**config.mk**
```make
export PLATFORM = sky130hd
export DESIGN_NAME = float_reorder_buffer
export DESIGN_NICKNAME = d
export VERILOG_FILES = /design/src/rtl/float_rob_pkg.sv /design/src/rtl/float_reorder_buffer.sv
export SDC_FILE = /design/constraint.sdc
export NUM_CORES = 2
export LEC_CHECK = 0
export BUFFER_PORTS_ARGS = -buffer_cell sky130_fd_sc_hd__buf_4
export CAP_MARGIN = 20
export CORE_UTILIZATION = 45
export CTS_CLUSTER_SIZE = 14
export DETAILED_ROUTE_END_ITERATION = 10
export SYNTH_ARGS = -nofsm -noshare
export SYNTH_HDL_FRONTEND = slang
export SYNTH_SLANG_ARGS = --single-unit
```
**constraint.sdc**
```tcl
create_clock -name clk -period 9 [get_ports clk]
set_clock_uncertainty 0.2 [all_clocks]
set_input_delay 0.9 -clock clk [delete_from_list [all_inputs] [get_ports clk]]
set_output_delay 0.9 -clock clk [all_outputs]
set_load 0.05 [all_outputs]
```
**src/rtl/float_rob_pkg.sv**
```systemverilog
// Shared constants, index type and pointer-wrap helper for the FP reorder buffer.
package float_rob_pkg;

    localparam int unsigned IDX_W     = 4;
    localparam int unsigned ROB_DEPTH = (1 << IDX_W) - 1;
    localparam int unsigned REG_W     = 5;
    localparam int unsigned DATA_W    = 32;

    typedef logic [IDX_W-1:0] rob_idx_t;

    // Index 0 means "no producer" in the rename table, so it is never allocated.
    localparam rob_idx_t NULL_IDX = '0;

    // Advance a ROB pointer, skipping the reserved index 0 (15 -> 1).
    function automatic rob_idx_t rob_next(input rob_idx_t idx);
        return (idx == rob_idx_t'(ROB_DEPTH)) ? rob_idx_t'(1) : idx + rob_idx_t'(1);
    endfunction

endpackage

```
**src/rtl/float_reorder_buffer.sv**
```systemverilog
// Circular reorder buffer for the FP pipeline: dual allocate, dual CDB capture,
// operand lookup with same-cycle bypass, and in-order retirement of up to two entries.
module float_reorder_buffer
    import float_rob_pkg::*;
(
    input  logic              clk,
    input  logic              rst_n,
    input  logic              flush,
    input  logic              alloc_req_a,
    input  logic              alloc_req_b,
    input  logic [REG_W-1:0]  alloc_dest_a,
    input  logic [REG_W-1:0]  alloc_dest_b,
    output logic              alloc_ready,
    output logic [IDX_W-1:0]  alloc_idx_a,
    output logic [IDX_W-1:0]  alloc_idx_b,
    input  logic              cdb_valid_a,
    input  logic              cdb_valid_b,
    input  logic [IDX_W-1:0]  cdb_idx_a,
    input  logic [IDX_W-1:0]  cdb_idx_b,
    input  logic [DATA_W-1:0] cdb_data_a,
    input  logic [DATA_W-1:0] cdb_data_b,
    input  logic [IDX_W-1:0]  qry_idx_a,
    input  logic [IDX_W-1:0]  qry_idx_b,
    output logic              qry_hit_a,
    output logic              qry_hit_b,
    output logic [DATA_W-1:0] qry_data_a,
    output logic [DATA_W-1:0] qry_data_b,
    output logic              cmt_we_a,
    output logic              cmt_we_b,
    output logic [REG_W-1:0]  cmt_wn_a,
    output logic [REG_W-1:0]  cmt_wn_b,
    output logic [IDX_W-1:0]  cmt_idx_a,
    output logic [IDX_W-1:0]  cmt_idx_b,
    output logic [DATA_W-1:0] cmt_data_a,
    output logic [DATA_W-1:0] cmt_data_b,
    output logic [IDX_W-1:0]  count,
    output logic              empty
);

    // Bit/slot 0 exists so entries can be indexed directly by ROB index; it stays idle.
    logic [ROB_DEPTH:0] busy_q, busy_d;
    logic [ROB_DEPTH:0] done_q, done_d;
    logic [REG_W-1:0]   dest_q [ROB_DEPTH+1];
    logic [DATA_W-1:0]  data_q [ROB_DEPTH+1];

    rob_idx_t head_q, head_d;
    rob_idx_t tail_q, tail_d;
    rob_idx_t count_q, count_d;
    rob_idx_t head_nx;

    logic alloc_fire_a, alloc_fire_b;
    logic cdb_ok_a, cdb_ok_b;

    assign head_nx     = rob_next(head_q);
    assign alloc_idx_a = tail_q;
    assign alloc_idx_b = rob_next(tail_q);

    // Readiness looks only at current occupancy; a same-cycle retire earns no credit,
    // which guarantees an allocation never lands in a slot being freed at this edge.
    assign alloc_ready  = (count_q <= rob_idx_t'(ROB_DEPTH - 2));
    assign alloc_fire_a = alloc_ready && alloc_req_a && !flush;
    assign alloc_fire_b = alloc_fire_a && alloc_req_b;

    // Results for idle slots or the null index are stale broadcasts and are dropped.
    assign cdb_ok_a = !flush && cdb_valid_a && (cdb_idx_a != NULL_IDX) && busy_q[cdb_idx_a];
    assign cdb_ok_b = !flush && cdb_valid_b && (cdb_idx_b != NULL_IDX) && busy_q[cdb_idx_b];

    // Retirement reads only registered done bits, so a result needs one edge before it commits.
    assign cmt_we_a   = !flush && busy_q[head_q] && done_q[head_q];
    assign cmt_we_b   = cmt_we_a && busy_q[head_nx] && done_q[head_nx];
    assign cmt_idx_a  = head_q;
    assign cmt_idx_b  = head_nx;
    assign cmt_wn_a   = dest_q[head_q];
    assign cmt_wn_b   = dest_q[head_nx];
    assign cmt_data_a = data_q[head_q];
    assign cmt_data_b = data_q[head_nx];

    assign count = count_q;
    assign empty = (count_q == '0);

    // Next-state for entry flags and pointers: capture, then retire, then allocate; flush wins.
    always_comb begin
        // NOTE: every variable gets a default first so no path leaves it unassigned (no latch).
        busy_d  = busy_q;
        done_d  = done_q;
        head_d  = head_q;
        tail_d  = tail_q;
        count_d = count_q + rob_idx_t'(alloc_fire_a) + rob_idx_t'(alloc_fire_b)
                          - rob_idx_t'(cmt_we_a)     - rob_idx_t'(cmt_we_b);

        if (cdb_ok_a) done_d[cdb_idx_a] = 1'b1;
        if (cdb_ok_b) done_d[cdb_idx_b] = 1'b1;

        if (cmt_we_a) begin
            busy_d[head_q] = 1'b0;
            done_d[head_q] = 1'b0;
            head_d         = head_nx;
        end
        if (cmt_we_b) begin
            busy_d[head_nx] = 1'b0;
            done_d[head_nx] = 1'b0;
            head_d          = rob_next(head_nx);
        end

        if (alloc_fire_a) begin
            busy_d[tail_q] = 1'b1;
            done_d[tail_q] = 1'b0;
            tail_d         = alloc_idx_b;
        end
        if (alloc_fire_b) begin
            busy_d[alloc_idx_b] = 1'b1;
            done_d[alloc_idx_b] = 1'b0;
            tail_d              = rob_next(alloc_idx_b);
        end

        if (flush) begin
            busy_d  = '0;
            done_d  = '0;
            head_d  = rob_idx_t'(1);
            tail_d  = rob_idx_t'(1);
            count_d = '0;
        end
    end

    // Control state register with asynchronous reset.
    always_ff @(posedge clk or negedge rst_n) begin
        // NOTE: sequential state uses non-blocking assignments so all flops update together.
        if (!rst_n) begin
            busy_q  <= '0;
            done_q  <= '0;
            head_q  <= rob_idx_t'(1);
            tail_q  <= rob_idx_t'(1);
            count_q <= '0;
        end else begin
            busy_q  <= busy_d;
            done_q  <= done_d;
            head_q  <= head_d;
            tail_q  <= tail_d;
            count_q <= count_d;
        end
    end

    // Payload storage: destination on allocate, result on writeback; port B written last so it wins.
    always_ff @(posedge clk) begin
        // NOTE: payload arrays are not reset; busy/done qualify every read of them.
        if (alloc_fire_a) dest_q[tail_q]      <= alloc_dest_a;
        if (alloc_fire_b) dest_q[alloc_idx_b] <= alloc_dest_b;
        if (cdb_ok_a)     data_q[cdb_idx_a]   <= cdb_data_a;
        if (cdb_ok_b)     data_q[cdb_idx_b]   <= cdb_data_b;
    end

    // Operand lookup A: same-cycle CDB (B before A) beats the stored result.
    always_comb begin
        qry_hit_a  = 1'b0;
        qry_data_a = '0;
        if ((qry_idx_a != NULL_IDX) && busy_q[qry_idx_a]) begin
            if (cdb_valid_b && (cdb_idx_b == qry_idx_a)) begin
                qry_hit_a  = 1'b1;
                qry_data_a = cdb_data_b;
            end else if (cdb_valid_a && (cdb_idx_a == qry_idx_a)) begin
                qry_hit_a  = 1'b1;
                qry_data_a = cdb_data_a;
            end else if (done_q[qry_idx_a]) begin
                qry_hit_a  = 1'b1;
                qry_data_a = data_q[qry_idx_a];
            end
        end
    end

    // Operand lookup B: same priority order as port A.
    always_comb begin
        qry_hit_b  = 1'b0;
        qry_data_b = '0;
        if ((qry_idx_b != NULL_IDX) && busy_q[qry_idx_b]) begin
            if (cdb_valid_b && (cdb_idx_b == qry_idx_b)) begin
                qry_hit_b  = 1'b1;
                qry_data_b = cdb_data_b;
            end else if (cdb_valid_a && (cdb_idx_a == qry_idx_b)) begin
                qry_hit_b  = 1'b1;
                qry_data_b = cdb_data_a;
            end else if (done_q[qry_idx_b]) begin
                qry_hit_b  = 1'b1;
                qry_data_b = data_q[qry_idx_b];
            end
        end
    end

endmodule

```
# After elaboration in Yosys (flattened, before gate mapping)
# Memory sizes are Yosys's and may differ from the RTL's.
# Cells that the tools add are included.
# word_totals
reg_bits	44
ramBits	592
out_inout_bits	164
word_cells	164
n_memories	2
# op_classes
n_addsub	8
order_cmp	15
eq_ne	8
muxes	79
n_bitwise	14
n_reduce_logical	33
# memory_table
memory	words	width	read_ports	rd_clocked_by_memory_dff	write_ports	line	source
data_q	16	32	4	0	2	float_reorder_buffer.sv:44	logic [DATA_W-1:0] data_q [ROB_DEPTH+1];
dest_q	16	5	2	0	2	float_reorder_buffer.sv:43	logic [REG_W-1:0] dest_q [ROB_DEPTH+1];
# ops
cell	count
$mux W32	8
$mux W16	12
$and A16 B16 Y16	6
$not A16 Y16	4
$or A16 B16 Y16	4
$mux W4	11
$bmux W1 S4	10
$lt A4 B5 Y1 const B	8
$mux W1	32
$logic_and A1 B1 Y1	25
$demux W1 S4	6
$ge A4 B1 Y1 const B	6
$add A4 B1 Y4 const B	4
$eq A4 B4 Y1	4
$eq A4 B4 Y1 const B	4
$reduce_bool A4 Y1	4
$add A4 B1 Y4	2
$sub A4 B1 Y4	2
$reduce_bool A3 Y1	2
$le A4 B4 Y1 const B	1
$logic_not A4 Y1	1
$logic_not A1 Y1	1

# Longest topological paths before layout
# depth
ltp_word	17
ltp_mapped	23
depth_no_buf	18

# Least setup slack after synthesis
# No wires, ideal clock.
# synth_timing
path_kind	reg2out
start	register head_q[1], in the netlist cmt_idx_a[1]
end	output cmt_data_b[0]
arrival_time_ns	4.648
path_slack_ns	3.252
stages_incl_launch_ff	13
path_buffers	8
path_cell_list	dfrtp_1 -> buf_2 -> buf_4 -> buf_1 -> buf_1 -> inv_1 -> ha_1 -> buf_2 -> buf_1 -> clkbuf_1 -> clkbuf_1 -> mux4_2 -> mux4_2
# synth_via
elab_chain_len	3
elab_cells_between_ends	4
# synth_lines
element	line	source
from (decl)	float_reorder_buffer.sv:46	rob_idx_t head_q, head_d;
from (signal assigned)	float_reorder_buffer.sv:131	head_q <= rob_idx_t'(1);
$add A4 B1 Y4 / $eq A4 B4 Y1 (equally long branches)	float_rob_pkg.sv:16	return (idx == rob_idx_t'(ROB_DEPTH)) ? rob_idx_t'(1) : idx + rob_idx_t'(1);
$mux W4 (*)	float_rob_pkg.sv:16	
named net cmt_idx_b[1]	float_reorder_buffer.sv:33	output logic [IDX_W-1:0] cmt_idx_b,
$mem_v2 Z16 W32 (*)	n/a	
to (decl)	float_reorder_buffer.sv:35	output logic [DATA_W-1:0] cmt_data_b,
# Mark *: on every way through the listed nets, which the timed path passes. The rest lies on a longest branch.

# Worst setup path after layout
# layout_timing
start	register head_q[0], in the netlist cmt_idx_a[0]
end	output cmt_data_b[29]
# layout_via
elab_chain_len	3
elab_cells_between_ends	4
# layout_lines
element	line
$add A4 B1 Y4 / $eq A4 B4 Y1 (equally long branches)	float_rob_pkg.sv:16
$mux W4 (*)	float_rob_pkg.sv:16
$mem_v2 Z16 W32 (*)	n/a
# Mark *: on every way between the ends. The rest lies on a longest branch, timed or not.

==> flow_summary.yaml <==
power:
  p_leak_nw: 17.57
  ir_worst_vdd_mv: 0.1288
  powerDensity_nw_per_um2: 139.1
  power_mw: 7.342
synthesis:
  syn_inst: 2985
  ys_ff_latch: 636
  syn_avg_cell_area_um2: 15.90
  synth_cell_types: 82
  synth_edf_count: 592
  ys_seq_area_frac: 0.3978
  netlist_area_um2: 47470
  ys.flop_type: "edfxtp_1"
  ys_warn_count: 0
  async_flop_share: 0.06918
finish:
  layout-drive-gt1-share: 0.5811
  final_cell_mix: "mux4_2, edfxtp_1, mux2_2, buf_4, nor2_1"
  nets: 3154
  post-route-util: 0.5071
  area_growth_pct: 11.20
  fin_cells: 4476
  final_common_cell: "mux4_2"
  design_area_um2: 52780
setup_path:
  critPathCaptureType: "output port"
  critPathLaunchType: "flip-flop"
  r2r_start: "cmt_idx_a[0]$_DFFE_PN1P_"
  critical_path_arrival_ps: 5760
  r2r-end: "count[3]$_DFF_PN0_"
  worstRegToRegCells: 17
  ff2ff_setup_slack_ps: 3310
  required_ps: 7900
  cp_max_fo: 63
  crit_type: "flip-flop to output port"
timing:
  maxSlewHeadroom: 0.2395
  fin_crit_sh: 0.7620
  fmax_mhz: 145.8
  fin_hold_ws_ps: 45.29
  finalHoldViolations: 0
  rsz0062_at_grt: "false"
  setup_viol: 0
  fin_ws_ps: 2142
  slew_violations: 0
  min_period_ps: 6858
  tns_ps: 0
  worstMarginPinSlew_ps: 1138
floorplanning:
  start_util: 0.4560
  die_h_um: 326.8
  row_count: 118
  die_area_um2: 106800
  io_pins: 261
  fp.dieW_um: 326.8
  core-area_um2: 104100
routing:
  drt_iter0_markers: 5531
  first_pass_iters: 6
  vias: 33310
  drc_errors: 0
  wire_per_inst_um: 39.75
  routed_wl_um: 177900
  ant_nets: 0
  vias_per_cell: 7.442
clocking:
  cts_buffers: 77
  cts_hold_buffers: 0
  insertion_delay_ps: 660
  clk_pin_slew_worst_paths_ps: 60
  post_cts_buffers: 0
  htreeDepth: 3
  cts_resized: 0
  cts_tree: "yes"
  clock_path_buffers: 3
  cts_sinks: 636
  cts_root_buf: "clkbuf_16"
global_route:
  grtUsageTotal: 0.3326
  grt_pass1_wl_um: 252100
  grt_max_degree: 93
  overflow: 0
  antenna_found_initial: 10
  grt_pass1_vias: 33402
place:
  placed_cell_area_um2: 50240
  dp_slack_ps: 2771
  hpwl_um: 103900
  place_congestion: 0.9098
  placed_cells: 4336
  port_buffers: 260
run:
  cap_violations: 0
outcome:
  outcome: "finished, final reports clean"
hold_path:
  hold_class: "input pin to async pin"
[kinds of logic (layout without fill, tap and decap cells)]
kind of cell / Yosys count / after routing / synth area share
AOI/OAI and AO/OA: 173 / 173 / 0.02647
xor gates and xnor gates: 21 / 21 / 0.003875
adders and majority gates: 21 / 21 / 0.005852
buffers and inverters: 419 / 497 / 0.04170
DFF: 636 / 636 / 0.3978
muxes: 1292 / 1292 / 0.4778
other: 1 / 34 / 0.00007900
and+or+nand+nor: 422 / 422 / 0.04650
[layer usage]
metal,track usage,part of all wire
met5,0,0.00053
met4,0.1564,0.052
met3,0.09303,0.13
met2,0.5112,0.46
met1,0.4380,0.35
[synth_stat cells (20+ instances only)]
master,instances,area (µm²)
edfxtp_1,592,17780
o21ai_0,21,105.1
a211oi_1,67,503.0
dfrtp_1,42,1051
nand3_1,20,100.1
buf_2,104,520.5
inv_1,25,93.84
mux2_2,567,6385
nand2_1,71,266.5
nor2_1,96,360.4
buf_6,32,360.4
nor3_1,79,395.4
mux4_2,717,16150
buf_1,25,93.84
and3_1,77,481.7
clkbuf_1,221,829.6
[worst max-delay path, cell delays in order (launching register included)]
cell and delay (ps):
dfstp_4 1250, ha_1 450, and3_2 310, nor2_8 130, inv_8 570, buf_4 830, mux4_2 600, mux4_2 560
buf_4 230
[power by group]
group	switching (mW)	total, mW	internal [mW]
clock	1.33	3.21	1.88
sequential	0.0332	3.30	3.26
combinational	0.462	0.838	0.376
[worst max-delay path by stage]
stage | slack [ps] | to | from
after floorplan | 3250 | cmt_data_b[0] | cmt_idx_a[1]$_DFFE_PN0P_
after global placement | 2900 | cmt_data_b[29] | cmt_idx_a[0]$_DFFE_PN1P_
after detailed placement | 2770 | cmt_data_b[29] | cmt_idx_a[0]$_DFFE_PN1P_
after CTS | 2070 | cmt_data_b[29] | cmt_idx_a[0]$_DFFE_PN1P_
after global routing | 1820 | cmt_data_b[29] | cmt_idx_a[0]$_DFFE_PN1P_
final | 2140 | cmt_data_b[29] | cmt_idx_a[0]$_DFFE_PN1P_
[layout make-up]
class,instances,area [µm²]
inverters,29,123.9
clock inverters,46,504.2
multi-input cells,1961,26990
well taps,1380,1727
repair buffers,331,2540
fillers,8625,51310
clock buffers,91,2001
flip-flops and latches,636,18900
diodes,2,5.005
[state kept, by name, summed over array words and instances (netlist names)]
name         flops
alloc_idx_a      4
busy_q          16
cmt_idx_a        4
count            4
data_q         512
dest_q          80
done_q          16
Power figures use the tool's default switching activity.
